### config.mk
export PLATFORM = sky130hd
export DESIGN_NAME = brick_field_sequencer
export DESIGN_NICKNAME = d
export VERILOG_FILES = /design/src/rtl/brick_field_sequencer.sv
export SDC_FILE = /design/constraint.sdc
export NUM_CORES = 1
export LEC_CHECK = 0
export BUFFER_PORTS_ARGS = -buffer_cell sky130_fd_sc_hd__buf_2
export CAP_MARGIN = 10
export CORE_UTILIZATION = 50
export DETAILED_ROUTE_END_ITERATION = 10
export PLACE_DENSITY = 0.78
export SETUP_SLACK_MARGIN = 0.2
export SYNTH_ARGS = -nofsm -noshare
export SYNTH_HDL_FRONTEND = slang
export SYNTH_SLANG_ARGS = --single-unit
### constraint.sdc
create_clock -name clk -period 2.6 [get_ports clk]
set_input_delay 0.52 -clock clk [delete_from_list [all_inputs] [get_ports clk]]
set_output_delay 0.52 -clock clk [all_outputs]
set_load 0.1 [all_outputs]
### src/rtl/brick_field_sequencer.sv
// brick_field_sequencer: owns the brick-alive bitmap and turns field events
// (full redraw, ball hit) into draw jobs for the rectangle drawer, driving
// its go-high-then-low handshake and waiting for draw_done between jobs.
// Optional build macro: BRICK_TOUGH_EN (row-0 bricks survive one hit).
module brick_field_sequencer #(
    parameter int ROWS     = 4,
    parameter int COLS     = 8,
    parameter int BRICK_W  = 40,
    parameter int BRICK_H  = 16,
    parameter int GAP      = 2,
    parameter int ORIGIN_X = 0,
    parameter int ORIGIN_Y = 32
) (
    input  logic       clk,
    input  logic       resetn,
    input  logic       start,
    input  logic       hit_valid,
    input  logic [2:0] hit_row,
    input  logic [3:0] hit_col,
    output logic       hit_ready,
    input  logic       draw_done,
    output logic       go,
    output logic [9:0] x_out,
    output logic [9:0] y_out,
    output logic [9:0] width,
    output logic [9:0] height,
    output logic [2:0] colour,
    output logic       busy,
    output logic [7:0] bricks_left,
    output logic       field_clear
);
    localparam int         NB      = ROWS * COLS;
    localparam logic [9:0] PITCH_X = 10'(BRICK_W + GAP);
    localparam logic [9:0] PITCH_Y = 10'(BRICK_H + GAP);
    localparam logic [9:0] ORG_X   = 10'(ORIGIN_X);
    localparam logic [9:0] ORG_Y   = 10'(ORIGIN_Y);

    typedef enum logic [2:0] {
        S_IDLE  = 3'd0,
        S_SCAN  = 3'd1,
        S_HIT   = 3'd2,
        S_GO_HI = 3'd3,
        S_GO_LO = 3'd4,
        S_WAIT  = 3'd5
    } state_t;

    state_t          state_q, state_d;
    logic [NB-1:0]   alive_q;
    logic [7:0]      left_q;
    logic [2:0]      row_q;
    logic [3:0]      col_q;
    logic            job_hit_q;
    logic            go_cnt_q;
    logic [9:0]      x_q, y_q;
    logic [2:0]      colour_q;
`ifdef BRICK_TOUGH_EN
    logic [COLS-1:0] cracked_q;
    logic [COLS-1:0] col_sel_s;
    logic            cracked_s;
`endif

    logic [7:0]      idx_s;
    logic [NB-1:0]   sel_s;
    logic            in_range_s;
    logic            alive_s;
    logic            last_s;
    logic [2:0]      nxt_row_s;
    logic [3:0]      nxt_col_s;
    logic [9:0]      x_s, y_s;
    logic [2:0]      scan_colour_s;

    // Row palette, repeating every four rows.
    function automatic logic [2:0] row_colour(input logic [2:0] r);
        case (r[1:0])
            2'd0:    row_colour = 3'b100;
            2'd1:    row_colour = 3'b110;
            2'd2:    row_colour = 3'b010;
            2'd3:    row_colour = 3'b011;
            default: row_colour = 3'b000;
        endcase
    endfunction

    assign idx_s      = 8'(row_q) * 8'(COLS) + 8'(col_q);
    assign sel_s      = NB'(1) << idx_s;
    // Hits may name a cell outside the grid; such a cell is never alive.
    assign in_range_s = ({1'b0, row_q} < 4'(ROWS)) && ({1'b0, col_q} < 5'(COLS));
    assign alive_s    = in_range_s && ((alive_q & sel_s) != '0);
    assign last_s     = (row_q == 3'(ROWS - 1)) && (col_q == 4'(COLS - 1));
    assign x_s        = ORG_X + 10'(col_q) * PITCH_X;
    assign y_s        = ORG_Y + 10'(row_q) * PITCH_Y;

`ifdef BRICK_TOUGH_EN
    assign col_sel_s  = COLS'(1) << col_q;
    assign cracked_s  = (row_q == 3'd0) && ((cracked_q & col_sel_s) != '0);
`endif

    // Scan colour and row-major index advance for the current cell.
    always_comb begin
        scan_colour_s = row_colour(row_q);
`ifdef BRICK_TOUGH_EN
        if (row_q == 3'd0) begin
            scan_colour_s = cracked_s ? 3'b100 : 3'b101;
        end else begin
            scan_colour_s = row_colour(row_q);
        end
`endif
        if (col_q == 4'(COLS - 1)) begin
            nxt_col_s = 4'd0;
            nxt_row_s = row_q + 3'd1;
        end else begin
            nxt_col_s = col_q + 4'd1;
            nxt_row_s = row_q;
        end
    end

    // State register.
    always_ff @(posedge clk) begin
        if (!resetn) begin
            state_q <= S_IDLE;
        end else begin
            state_q <= state_d;
        end
    end

    // Next-state logic; start wins over a simultaneous hit.
    always_comb begin
        state_d = state_q;
        case (state_q)
            S_IDLE: begin
                if (start) begin
                    state_d = S_SCAN;
                end else if (hit_valid) begin
                    state_d = S_HIT;
                end else begin
                    state_d = S_IDLE;
                end
            end
            S_SCAN: begin
                if (alive_s) begin
                    state_d = S_GO_HI;
                end else if (last_s) begin
                    state_d = S_IDLE;
                end else begin
                    state_d = S_SCAN;
                end
            end
            S_HIT:   state_d = alive_s ? S_GO_HI : S_IDLE;
            S_GO_HI: state_d = go_cnt_q ? S_GO_LO : S_GO_HI;
            S_GO_LO: state_d = S_WAIT;
            S_WAIT: begin
                if (!draw_done) begin
                    state_d = S_WAIT;
                end else if (job_hit_q || last_s) begin
                    state_d = S_IDLE;
                end else begin
                    state_d = S_SCAN;
                end
            end
            default: state_d = S_IDLE;
        endcase
    end

    // Output decode from the state register.
    always_comb begin
        go        = (state_q == S_GO_HI);
        busy      = (state_q != S_IDLE);
        hit_ready = (state_q == S_IDLE) && !start;
    end

    // Counts the two cycles go stays high.
    always_ff @(posedge clk) begin
        if (!resetn) begin
            go_cnt_q <= 1'b0;
        end else if (state_q == S_GO_HI) begin
            go_cnt_q <= ~go_cnt_q;
        end else begin
            go_cnt_q <= 1'b0;
        end
    end

    // Bitmap, cursor and job latches; x/y/colour only change when a job is launched.
    always_ff @(posedge clk) begin
        if (!resetn) begin
            alive_q   <= '1;
            left_q    <= 8'(NB);
            row_q     <= 3'd0;
            col_q     <= 4'd0;
            job_hit_q <= 1'b0;
            x_q       <= 10'd0;
            y_q       <= 10'd0;
            colour_q  <= 3'b000;
`ifdef BRICK_TOUGH_EN
            cracked_q <= '0;
`endif
        end else begin
            case (state_q)
                S_IDLE: begin
                    if (start) begin
                        row_q     <= 3'd0;
                        col_q     <= 4'd0;
                        job_hit_q <= 1'b0;
                    end else if (hit_valid) begin
                        row_q     <= hit_row;
                        col_q     <= hit_col;
                        job_hit_q <= 1'b1;
                    end
                end
                S_SCAN: begin
                    if (alive_s) begin
                        x_q      <= x_s;
                        y_q      <= y_s;
                        colour_q <= scan_colour_s;
                    end else if (!last_s) begin
                        row_q <= nxt_row_s;
                        col_q <= nxt_col_s;
                    end
                end
                S_HIT: begin
                    if (alive_s) begin
                        x_q <= x_s;
                        y_q <= y_s;
`ifdef BRICK_TOUGH_EN
                        if ((row_q == 3'd0) && !cracked_s) begin
                            cracked_q <= cracked_q | col_sel_s;
                            colour_q  <= 3'b100;
                        end else begin
                            alive_q  <= alive_q & ~sel_s;
                            left_q   <= left_q - 8'd1;
                            colour_q <= 3'b000;
                        end
`else
                        alive_q  <= alive_q & ~sel_s;
                        left_q   <= left_q - 8'd1;
                        colour_q <= 3'b000;
`endif
                    end
                end
                S_WAIT: begin
                    if (draw_done && !job_hit_q && !last_s) begin
                        row_q <= nxt_row_s;
                        col_q <= nxt_col_s;
                    end
                end
                default: begin
                end
            endcase
        end
    end

    assign x_out       = x_q;
    assign y_out       = y_q;
    assign colour      = colour_q;
    assign width       = 10'(BRICK_W);
    assign height      = 10'(BRICK_H);
    assign bricks_left = left_q;
    assign field_clear = (left_q == 8'd0);

endmodule

==> results.py, run 1 <==
metrics = {
    "status": {
        "status": "finished with violations",
        "violations": "negative setup slack",
    },
    "routing": {
        "ant_nets": 0,
        "routed_via_density": 5.48,
        "first_pass_iters": 5,
        "wl_per_cell_um": 15.4,
        "drc_errors": 0,
        "wirelength_mm": 8.72,
        "drtIter0Drc": 155,
        "num_vias": 3096,
    },
    "setup_path": {
        "start_kind": "register",
        "path_max_fanout": 13,
        "crit_arrival_ps": 2970,
        "path_class": "register to register",
        "required_ps": 2830,
        "end_kind": "register",
    },
    "sta": {
        "skew_ps": 15.4,
        "fin_crit_sh_pct": 105,
        "worst_hold_slack_ps": 448,
        "slew_headroom_pct": 30.0,
        "finalHoldViolations": 0,
        "worst_slew_pin_slew_ps": 1040,
        "fin_ws_ps": -138,
        "fmax_ghz": 0.365,
        "setup_viol": 66,
        "finalCriticalPeriod_ps": 2740,
        "slew_violations": 0,
        "rsz0062_at_grt": "true",
        "setup_tns_ps": -5140,
    },
    "finish": {
        "final_area_um2": 4640,
        "fillers": 518,
        "layout-drive-gt1-share_pct": 35.0,
        "utilization_pct": 66.8,
        "nets": 494,
        "diodes": 0,
        "register_area_um2": 1420,
        "area_growth_pct": 26.9,
        "multi_input_area_um2": 2220,
    },
    "yosys": {
        "ys.warnings.count": 0,
        "synth_area_um2": 3660,
        "synth.top_cell.area_share_pct": 38.3,
        "synth_most_common_cell": "dfxtp_1",
        "synth_seq_cells": 70,
        "synth_common_cells": "dfxtp_1 (70), nor2_1 (38), a2bb2oi_1 (29)",
        "synth_cell_types": 58,
        "synthArstFlopShare_pct": 0,
        "yosys.area.top_type": "dfxtp_1",
        "avgSynthCellArea_um2": 9.30,
        "synth_edf_count": 0,
        "synth-main-ff-cell": "dfxtp_1",
        "ys_seq_area_share_pct": 38.3,
        "syn_inst": 393,
        "synth.area.top_cells": "dfxtp_1 (38%), a2bb2oi_1 (6.9%), ha_1 (5.8%), buf_4 (5.5%), mux2i_1 (4.7%)",
    },
    "floorplan": {
        "fp-row-count": 30,
        "ios": 67,
        "die-area_um2": 7660,
        "die_w_um": 87.5,
        "die_h_um": 87.5,
        "start_util_pct": 52.6,
        "core_area_um2": 6940,
    },
    "global_routing": {
        "grt.overflow.total": 0,
        "gr-usage-all-layers_pct": 23.9,
        "grt_max_degree": 34,
        "first_global_vias": 2993,
        "antenna_found_initial": 0,
        "grt_pass1_wl_mm": 13.9,
    },
    "clocking": {
        "cts_buffers": 9,
        "cts_root_buffer": "clkbuf_8",
        "clkTransAtPathRegs_ps": 80,
        "clockBufferDepth": 2,
        "ctsHoldBuffers": 0,
        "cts_sinks": 70,
        "cts_tree": "yes",
        "h-tree-depth": 3,
        "insertion_delay_ps": 360,
    },
    "place": {
        "postPlaceCellArea_um2": 4130,
        "dpl.hpwl_mm": 5.92,
        "pre_cts_ws_ps": -126,
        "portBuffers": 42,
        "gp_congestion": 0.882,
    },
    "pwr": {
        "swShare_pct": 48.9,
        "clkPwrFrac_pct": 16.0,
        "p_int_uw": 2930,
        "vdd_ir_drop_max_mv": 0.407,
        "power.leakage_uw": 0.00204,
        "power_switching_uw": 2800,
        "comb_power_share_pct": 59.9,
        "powerDensity_nw_per_um2": 1230,
        "p_seq_share_pct": 24.0,
    },
    "min_path": {
        "hold_path.class": "input pin to register",
    },
    "run": {
        "cap_violations": 0,
    },
}
layout by cell type (no fill, tap or decap), types with 6 or more instances in the layout:
cell type | synthesis | routed
conb_1 | 2 | 24
inv_1 | 16 | 16
mux2i_1 | 17 | 17
dfxtp_1 | 70 | 65
nor4_1 | 10 | 9
nor2_2 | 0 | 7
nor3_1 | 7 | 7
buf_2 | 3 | 40
clkbuf_8 | 0 | 9
nand2_1 | 24 | 23
a2bb2oi_1 | 29 | 13
ha_1 | 17 | 15
buf_6 | 2 | 8
a21oi_1 | 17 | 15
nor2_1 | 38 | 30
buf_4 | 27 | 31
nand3_1 | 8 | 8
a2bb2oi_2 | 0 | 16
o21ai_0 | 8 | 6
kinds of logic after synthesis:
family                   synth area share (%)
AND/OR/NAND/NOR                          16.2
XOR/XNOR                                 1.44
AO/OA/AOI/OAI                            19.3
other                                   0.205
multiplexers                             8.14
adder cells (fa/ha/maj)                  6.37
buffers and inverters                    10.1
flip-flops                               38.3
power groups by stage:
stage,clock (uW),sequential [uW],combinational (uW)
after CTS,929,1380,3280
after floorplan,0,2040,1800
after detailed placement,0,1400,3080
after global placement,0,1390,3030
after global routing,971,1400,3650
final,919,1380,3430
critical path, stage by stage (launching register included):
cell and delay (ps):
dfxtp_4 350, ha_4 160, ha_4 300, mux2_4 310, a22oi_2 140, o2bb2ai_2 70, or4_4 580, o211ai_4 290
buf_12 180, nor4_1 60, nand3b_1 160
sequential cells by signal (all words and copies together), names as in the netlist:
signal and flops:
alive_q 32, bricks_left 8, col_q 4, colour 3
go_cnt_q 1, job_hit_q 1, row_q 3, state_q 3
x_out 9, y_out 6
per-layer routing:
metal,global-route usage [%],up-vias,share of wire (%)
met4,13.1,0,2.3
met2,39.1,100,48
met5,0,-,0
met3,5.12,18,4.6
li1,-,1524,-
met1,29.3,1454,45
through the flow:
step | total power (uW) | cells
floorplan | 3840 | 415
global placement | 4420 | 540
detailed placement | 4480 | 540
CTS | 5590 | 559
global route | 6020 | 565
finish | 5730 | 565
timing repair:
item	CTS	global route
pin swaps	14	15
gates resized for setup	29	18
setup buffers	3	6
cloned	0	0
setup endpoints to repair	68	69
final timing paths:
kind,start,to,slack [ps],cells after the start
max reg2reg,col_q[3],bricks_left[5],-140,10
min,start,job_hit_q,450,2
max,col_q[3],bricks_left[5],-140,10
min reg2reg,colour[2],colour[2],450,2
cell type report:
class | instances | area share, %
multi-input cells | 282 | 47.9
clock buffers | 11 | 3.29
flip-flops and latches | 70 | 30.5
repair buffers | 84 | 13.2
well taps | 96 | 2.59
inverters | 17 | 1.38
clock inverters | 5 | 1.21
No activity file was read; power rests on OpenSTA's default activity.
==> run 2, diff against run 1 <==
--- a/config.mk
+++ b/config.mk
@@ -10,6 +10,7 @@
 export CORE_UTILIZATION = 50
 export DETAILED_ROUTE_END_ITERATION = 10
 export PLACE_DENSITY = 0.78
+export REMOVE_ABC_BUFFERS = 1
 export SETUP_SLACK_MARGIN = 0.2
 export SYNTH_ARGS = -nofsm -noshare
 export SYNTH_HDL_FRONTEND = slang
==> results.py, run 2 (synthesized netlist as in run 1, its figures left out) <==
metrics = {
    "setup_path": {
        "r2r-start": "col_q[3]",
        "max_stage_delay_ps": 550,
        "setup.reg_to_reg.worst_slack_ps": -340,
        "crit_chain": "ha_4 > ha_4 > buf_6 > and2b_2 > nand4_1 > o31ai_4 > or4_4 > buf_4 > a21oi_4 > buf_6 > buf_4 > a311oi_2",
        "slowest_stage": "or4_4",
        "crit_arrival_ps": 3130,
        "path_max_fanout": 6,
        "path_class": "register to register",
        "crit_buf_inv": 4,
        "end_kind": "register",
        "worstReg2RegEnd": "row_q[2]",
        "start_kind": "register",
        "rr_worst_depth": 12,
        "required_ps": 2790,
        "cpLargestDelayFamily": "simple AND/OR/NAND/NOR gates",
    },
    "routing": {
        "wl_per_cell_um": 18.3,
        "num_vias": 3418,
        "first_pass_iters": 5,
        "ant_nets": 0,
        "wirelength_mm": 10.5,
        "drtIter0Drc": 227,
        "drc_errors": 0,
        "routed_via_density": 5.95,
    },
    "clocking": {
        "insertion_delay_ps": 350,
        "cts_root_buffer": "clkbuf_8",
        "clkTransAtPathRegs_ps": 70,
        "h-tree-depth": 3,
        "cts_sinks": 70,
        "ctsHoldBuffers": 0,
        "clockBufferDepth": 2,
        "cts_tree": "yes",
        "cts_buffers": 9,
    },
    "sta": {
        "fin_crit_sh_pct": 113,
        "fmax_ghz": 0.340,
        "finalHoldViolations": 0,
        "setup_tns_ps": -13330,
        "skew_ps": 8.28,
        "rsz0062_at_grt": "true",
        "finalCriticalPeriod_ps": 2940,
        "setup_viol": 67,
        "slew_violations": 0,
        "worst_slew_pin_slew_ps": 1330,
        "fin_ws_ps": -339,
        "slew_headroom_pct": 10.5,
    },
    "place": {
        "dpl.hpwl_mm": 6.11,
        "postPlaceCellArea_um2": 4080,
        "portBuffers": 42,
        "gp_congestion": 0.872,
    },
    "min_path": {
        "min_from": "start",
        "min_path_cells": 2,
        "whs_endpoint": "job_hit_q",
        "hold_path.class": "input pin to register",
    },
    "floorplan": {
        "die_h_um": 87.5,
        "ios": 67,
        "core_area_um2": 6940,
        "die-area_um2": 7660,
        "start_util_pct": 52.6,
        "fp-row-count": 30,
        "die_w_um": 87.5,
    },
    "finish": {
        "top_register": "alive_q",
        "nets": 504,
        "diodes": 0,
        "mostFrequentLayoutCell": "dfxtp_1",
        "largest_register_ffs": 32,
        "area_growth_pct": 35.5,
        "utilization_pct": 71.3,
        "layout-drive-gt1-share_pct": 41.4,
        "mostFrequentLayoutCells": "dfxtp_1 (65), buf_2 (40), buf_4 (32)",
        "final_area_um2": 4950,
    },
    "pwr": {
        "power.leakage_uw": 0.00213,
        "vdd_ir_drop_max_mv": 0.502,
        "powerDensity_nw_per_um2": 1250,
    },
    "status": {
        "status": "finished with violations",
        "violations": "negative setup slack",
    },
    "global_routing": {
        "first_global_vias": 3343,
        "gr-usage-all-layers_pct": 27.3,
        "grt.overflow.total": 0,
        "grt_pass1_wl_mm": 15.9,
        "antenna_found_initial": 0,
        "grt_max_degree": 32,
    },
    "run": {
        "cap_violations": 0,
    },
}
## run 2: what timing repair did
action,CTS,global route
pin swaps,36,23
resized for setup,82,34
buffers inserted,8,3
setup endpoints to repair,68,69
gates cloned,3,1
## run 2: where the power goes
group | leakage, uW | internal [uW] | total, uW | switching, uW
clock | 0.0000773 | 339 | 733 | 394
combinational | 0.00148 | 1510 | 4060 | 2550
sequential | 0.000571 | 1240 | 1390 | 154
total | 0.00213 | 3090 | 6190 | 3100
## run 2: how the worst max path moves through the flow
stage                   startpoint  depth (start not counted)     endpoint  slack, ps
floorplan           bricks_left[2]                          3  field_clear      -1700
global placement          row_q[0]                         11     y_out[2]       -190
detailed placement        row_q[0]                         11     col_q[3]       -310
CTS                       col_q[3]                         11     x_out[8]       -140
global route              col_q[3]                         12     row_q[2]       -380
finish                    col_q[3]                         12     row_q[2]       -340
## run 2: per-stage QoR
step                      power [uW]  instances  setup slack [ps]  hold WS [ps]
after global placement          4370        544              -193           435
after floorplan                 3610        369             -1700           444
after global routing            6440        574              -376           419
final                           6190        574              -339           424
after CTS                       5740        570              -144           397
after detailed placement        4430        544              -311           451
## run 2: layout make-up
type / count / area [um2]
well taps: 96 / 120
fillers: 471 / 1990
clock inverters: 2 / 10.0
flip-flops and latches: 70 / 1410
multi-input cells: 282 / 2420
inverters: 17 / 63.8
clock buffers: 13 / 139
repair buffers: 94 / 786
## run 2: routing by layer
metal | vias to the layer above | wire (um) | GRT usage, % | share of wire (%)
met5 | - | 0 | 0 | 0
met4 | 0 | 369 | 16.4 | 3.5
met3 | 40 | 691 | 7.01 | 6.6
met2 | 172 | 5350 | 46.7 | 51
met1 | 1657 | 4100 | 30.7 | 39
li1 | 1549 | - | - | -
